## src/rtl/bat_amateur_pkg.sv

```systemverilog
// Shared definitions for the RAM bus masters: state encoding, RAM_RW levels and default widths.
package bat_amateur_pkg;

    localparam int DEFAULT_ADDRESS_WIDTH = 16;
    localparam int DEFAULT_DATA_WIDTH    = 16;

    localparam logic RAM_RW_READ  = 1'b1;
    localparam logic RAM_RW_WRITE = 1'b0;

    // Wide enough for HALT_SETTLE up to 15 and RD_LATENCY up to 7
    localparam int CNT_WIDTH = 4;

    typedef enum logic [2:0] {
        ST_IDLE   = 3'd0,
        ST_SETTLE = 3'd1,
        ST_REQ    = 3'd2,
        ST_WAIT   = 3'd3,
        ST_SEND   = 3'd4,
        ST_FINISH = 3'd5
    } dump_state_t;

endpackage

```

## src/rtl/ram_dump_reader.sv

```systemverilog
// Halts the CPU, reads RAM words START_ADDR..END_ADDR over the shared bus and streams them
// out on a valid/ready port as (address, data) pairs.
module ram_dump_reader
    import bat_amateur_pkg::*;
#(
    parameter int ADDRESS_WIDTH = DEFAULT_ADDRESS_WIDTH,
    parameter int DATA_WIDTH    = DEFAULT_DATA_WIDTH,
    parameter int RD_LATENCY    = 1,
    parameter int HALT_SETTLE   = 2
) (
    input  logic                     CLK,
    input  logic                     RESET,
    input  logic                     START,
    input  logic                     ABORT,
    input  logic [ADDRESS_WIDTH-1:0] START_ADDR,
    input  logic [ADDRESS_WIDTH-1:0] END_ADDR,
    output logic                     HALT,
    output logic                     BUS_OWN,
    output logic                     RAM_EN,
    output logic                     RAM_RW,
    output logic [ADDRESS_WIDTH-1:0] ADDRESS_BUS,
    input  logic [DATA_WIDTH-1:0]    DATA_BUS,
    output logic [DATA_WIDTH-1:0]    OUT_DATA,
    output logic [ADDRESS_WIDTH-1:0] OUT_ADDR,
    output logic                     OUT_VALID,
    input  logic                     OUT_READY,
    output logic                     BUSY,
    output logic                     DONE
);

    // A zero settle time still spends one cycle in SETTLE
    localparam int SETTLE_CYCLES = (HALT_SETTLE < 1) ? 1 : HALT_SETTLE;
    localparam logic [CNT_WIDTH-1:0] SETTLE_LOAD = CNT_WIDTH'(SETTLE_CYCLES - 1);
    localparam logic [CNT_WIDTH-1:0] WAIT_LOAD   = CNT_WIDTH'(RD_LATENCY - 1);

    dump_state_t              state;
    logic [CNT_WIDTH-1:0]     cnt;
    logic [ADDRESS_WIDTH-1:0] cur;
    logic [ADDRESS_WIDTH-1:0] last;

    logic empty_start;
    logic abort_now;
    logic last_sent;
    logic go_finish;

    // The block only ever reads, so RAM_RW is tied to the read level.
    assign RAM_RW = RAM_RW_READ;

    assign empty_start = (state == ST_IDLE) && START && (END_ADDR < START_ADDR);
    assign abort_now   = ABORT && (state inside {ST_SETTLE, ST_REQ, ST_WAIT, ST_SEND});
    // Testing cur==last before incrementing lets END_ADDR = all-ones terminate without wrapping
    assign last_sent   = (state == ST_SEND) && OUT_READY && (cur == last);
    assign go_finish   = empty_start || abort_now || last_sent;

    // NOTE: sequential state uses non-blocking assignments only, so every branch below
    // sees the pre-edge values of state, cnt and cur regardless of statement order.
    always_ff @(posedge CLK) begin
        if (RESET) begin
            state       <= ST_IDLE;
            cnt         <= '0;
            cur         <= '0;
            last        <= '0;
            HALT        <= 1'b0;
            BUS_OWN     <= 1'b0;
            RAM_EN      <= 1'b0;
            ADDRESS_BUS <= '0;
            OUT_DATA    <= '0;
            OUT_ADDR    <= '0;
            OUT_VALID   <= 1'b0;
            BUSY        <= 1'b0;
            DONE        <= 1'b0;
        end else begin
            DONE <= 1'b0;
            if (go_finish) begin
                // Abort takes priority over a same-cycle handshake; the word still counts as sent
                state       <= ST_FINISH;
                HALT        <= 1'b0;
                BUS_OWN     <= 1'b0;
                RAM_EN      <= 1'b0;
                ADDRESS_BUS <= '0;
                OUT_VALID   <= 1'b0;
                BUSY        <= 1'b1;
                DONE        <= 1'b1;
            end else begin
                case (state)
                    ST_IDLE: begin
                        if (START) begin
                            cur   <= START_ADDR;
                            last  <= END_ADDR;
                            cnt   <= SETTLE_LOAD;
                            HALT  <= 1'b1;
                            BUSY  <= 1'b1;
                            state <= ST_SETTLE;
                        end
                    end
                    ST_SETTLE: begin
                        if (cnt == '0) begin
                            BUS_OWN     <= 1'b1;
                            RAM_EN      <= 1'b1;
                            ADDRESS_BUS <= cur;
                            state       <= ST_REQ;
                        end else begin
                            cnt <= cnt - 1'b1;
                        end
                    end
                    ST_REQ: begin
                        cnt   <= WAIT_LOAD;
                        state <= ST_WAIT;
                    end
                    ST_WAIT: begin
                        if (cnt == '0) begin
                            OUT_DATA  <= DATA_BUS;
                            OUT_ADDR  <= cur;
                            OUT_VALID <= 1'b1;
                            RAM_EN    <= 1'b0;
                            state     <= ST_SEND;
                        end else begin
                            cnt <= cnt - 1'b1;
                        end
                    end
                    ST_SEND: begin
                        if (OUT_READY) begin
                            OUT_VALID   <= 1'b0;
                            cur         <= cur + 1'b1;
                            ADDRESS_BUS <= cur + 1'b1;
                            RAM_EN      <= 1'b1;
                            state       <= ST_REQ;
                        end
                    end
                    ST_FINISH: begin
                        BUSY  <= 1'b0;
                        state <= ST_IDLE;
                    end
                    default: begin
                        state <= ST_IDLE;
                    end
                endcase
            end
        end
    end

endmodule

```

## config.mk

```make
export PLATFORM = sky130hd
export DESIGN_NAME = ram_dump_reader
export DESIGN_NICKNAME = d
export VERILOG_FILES = /design/src/rtl/bat_amateur_pkg.sv /design/src/rtl/ram_dump_reader.sv
export SDC_FILE = /design/constraint.sdc
export NUM_CORES = 1
export LEC_CHECK = 0
export BUFFER_PORTS_ARGS = -buffer_cell sky130_fd_sc_hd__buf_2
export CAP_MARGIN = 20
export CELL_PAD_IN_SITES_DETAIL_PLACEMENT = 0
export CELL_PAD_IN_SITES_GLOBAL_PLACEMENT = 1
export CORE_ASPECT_RATIO = 1.25
export CORE_MARGIN = 10
export CORE_UTILIZATION = 44
export DETAILED_ROUTE_END_ITERATION = 8
export GPL_TIMING_DRIVEN = 0
export PLACE_DENSITY = 0.94
export SYNTH_ARGS = -nofsm -noshare
export SYNTH_HDL_FRONTEND = slang
export SYNTH_SLANG_ARGS = --single-unit
```

## constraint.sdc

```tcl
create_clock -name CLK -period 5 [get_ports CLK]
set_clock_uncertainty 0.15 [all_clocks]
set_input_delay 0.25 -clock CLK [delete_from_list [all_inputs] [get_ports CLK]]
set_output_delay 0.25 -clock CLK [all_outputs]
set_load 0.1 [all_outputs]
```

==> metrics.yaml <==
status: "complete, no violations"
setup_viol: 0
synth_top_family_by_area: "simple AND/OR/NAND/NOR gates"
cp-end-kind: "flop"
multi_input_area_sq_mm: 0.00281
grt_usage_pct: 18.1
irDropWorstVdd_mv: 0.357
clock_path_buffers: 2
holdCritStartpoint: "DATA_BUS[12]"
cp.arrival_ns: 2.89
yosysMostFrequentCell: "dfxtp_1"
syn-num-nets: 650
start_util_pct: 44.8
num_rows: 43
leakage_uw: 0.00242
grt_setup_unrepaired: "no"
crit_path_start_kind: "flop"
synth_cell_types: 50
synth_area_leaders: "dfxtp_1 (38%), mux2i_1 (13%), nand2_1 (6.9%)"
antenna_found_initial: 0
wl_per_cell_um: 17.4
die_width_um: 115
via_per_inst: 5.40
cts_sinks: 93
register_area_sq_mm: 0.00186
clk_pin_slew_worst_paths_ns: 0.06
whs_path_depth: 3
synth.top_cell.area_share_pct: 37.5
coreArea_sq_mm: 0.0111
die-height_um: 139
worst_hold_slack_ns: 0.000941
dieArea_sq_mm: 0.0159
antenna_cells: 0
num_io_pins: 108
min_to: "OUT_DATA[12]"
synth.cell_area_sq_mm: 0.00496
synth-compound-area-share_pct: 11.8
drive_gt1_share_pct: 21.2
final_hold_viol_count: 0
ys_ff_latch: 93
slew_violations: 0
fillers: 1096
reg2reg_depth: 7
async_reset_ff_share_pct: 0
drcViolationCount: 0
drt-initial-drc-count: 330
root_buffer: "clkbuf_16"
maxCapViolations: 0
avgSynthCellArea_sq_um: 8.55
vias: 4556
critPathKind: "flop to flop"
cts_buffers: 9
post-route-period-util_pct: 56.0
synth_simple_gate_area_share_pct: 20.0
synth_edf_count: 0
area_growth_pct: 21.1
synth_fa_ha_area_share_pct: 4.29
syn_inst: 580
finalCriticalPeriod_ns: 2.80
dp_hpwl_um: 11600
totalPowerFinal_uw: 3850
clock_latency_ns: 0.35
reg2reg_setup_slack_ns: 2.20
max_freq_mhz: 357
r2r-start: "state[0]"
synth_mux_area_share_pct: 12.7
nets: 774
p_per_area_mw_per_mm2: 641
htree_num_levels: 3
tightest_slew_ns: 1.04
ys_warn_count: 0
required_ns: 5.10
drt_pass1_iterations: 6
hold_class: "input pin to flop"
ant_nets: 0
gp_congestion: 0.910
grt-ovfl-total: 0
setup_tns_ns: 0
place.port_buffers: 106
crit_fanout: 10
grt_max_degree: 14
wl_um: 14700
postCtsSetupRepairBufs: 0
synthFlopType: "dfxtp_1"
cts_tree: "built"
synth_common_cells: "dfxtp_1 (93), nand2_1 (91), nor2_1 (68), mux2i_1 (63), clkbuf_1 (33)"
yosys.area_share.xor_xnor_pct: 7.77
grt_pass1_vias: 4570
ys_seq_area_share_pct: 37.5
grt_pass1_wl_um: 23400
reg2reg_to: "state[0]"
synth_top_area_cell: "dfxtp_1"
max_slew_margin_pct: 29.9
-- critical path: stages, from the launching register on --
cell       delay [ns]
dfxtp_1          0.30
buf_2            0.18
nand4bb_1        0.32
nor2_1           0.20
nand4_1          0.12
nor4_1           0.80
nor2_1           0.27
a221oi_1         0.36
-- layer usage --
layer | track usage, % | part of all wire [%] | wire length, um | up-vias
met5 | 0 | 0 | 0 | -
met4 | 6.14 | 2.1 | 308 | 0
met3 | 5.67 | 7.0 | 1030 | 25
met2 | 31.7 | 52 | 7670 | 167
met1 | 20.0 | 39 | 5700 | 2142
li1 | - | - | - | 2222
-- how the worst max path moves through the flow --
| stage | depth (start not counted) | endpoint | from | slack, ns |
|---|---|---|---|---|
| 2_1_floorplan | 10 | cur[12] | START_ADDR[14] | 2.51 |
| 3_3_place_gp | 11 | cur[12] | START_ADDR[15] | 2.02 |
| 3_5_place_dp | 11 | cur[7] | START_ADDR[14] | 2.00 |
| 4_1_cts | 8 | ADDRESS_BUS[0] | state[0] | 2.21 |
| 5_1_grt | 7 | state[0] | cur[6] | 2.02 |
| 6_report | 7 | state[0] | state[0] | 2.20 |
-- through the flow --
step	std cells	worst slack, ns	instance area [sq um]	utilization [%]
global placement	821	2.02	5660	51.1
global route	843	2.02	6000	54.2
floorplan	580	2.51	4960	-
finish	843	2.20	6000	54.2
CTS	843	2.21	6000	54.2
detailed placement	821	2.00	5660	51.1
-- cells in the final DEF (no fill, tap or decap), types with 2 or more instances in the layout --
| cell | netlist | layout |
|---|---|---|
| buf_2 | 1 | 107 |
| dfxtp_1 | 93 | 93 |
| nand2_1 | 91 | 91 |
| nor2_1 | 68 | 68 |
| mux2i_1 | 63 | 63 |
| clkbuf_1 | 33 | 37 |
| xnor2_1 | 32 | 32 |
| inv_1 | 22 | 22 |
| a21oi_1 | 17 | 17 |
| ha_1 | 17 | 17 |
| nand3_1 | 15 | 15 |
| a211oi_2 | 15 | 15 |
| o21ai_0 | 14 | 14 |
| xor2_1 | 12 | 12 |
| nor3_1 | 11 | 11 |
| nand4_1 | 10 | 10 |
| clkbuf_16 | 0 | 9 |
| o211ai_1 | 8 | 8 |
| buf_4 | 7 | 7 |
| dlygate4sd3_1 | 0 | 7 |
| nor4_1 | 6 | 6 |
| a31oi_1 | 4 | 4 |
| nand2b_1 | 3 | 3 |
| and3_1 | 3 | 3 |
| a211o_1 | 3 | 3 |
| nor2_2 | 2 | 2 |
| or2_2 | 2 | 2 |
| o21a_1 | 2 | 2 |
| buf_6 | 2 | 2 |
| nor4b_1 | 2 | 2 |
-- sequential cells by signal, summed over array words and instances (netlist names) --
signal       count
RAM_EN           1
OUT_ADDR        16
OUT_DATA        16
cur             16
cnt              4
ADDRESS_BUS     16
state            3
DONE             1
OUT_VALID        1
HALT             1
BUS_OWN          1
BUSY             1
last            16
-- logic make-up (layout without fill, tap and decap cells) --
family,Yosys count,after routing
other cells,1,1
compound gates,74,74
fa+ha+maj,17,17
buf+inv,66,194
simple gates,222,222
flops,93,93
xor+xnor,44,44
mux,63,63
-- final cells by class --
type | instances | share of cell area, %
clock buffers | 13 | 4.00
well taps | 135 | 2.81
multi-input cells | 421 | 46.8
flip-flops and latches | 93 | 31.0
clock inverters | 2 | 0.583
inverters | 22 | 1.38
plain buffers | 44 | 3.46
repair buffers | 113 | 10.0
-- power by group --
group / switching (uW) / internal [uW]
Sequential: 116 / 932
Clock: 276 / 385
Combinational: 1530 / 613
Total: 1920 / 1930
-- timing repair --
| action | 4_1_cts | 5_1_grt |
|---|---|---|
| hold buffers | 7 | 0 |
| resized for setup | 0 | 0 |
| hold endpoints to repair | 7 | 0 |
(Power assumes the default switching activity.)
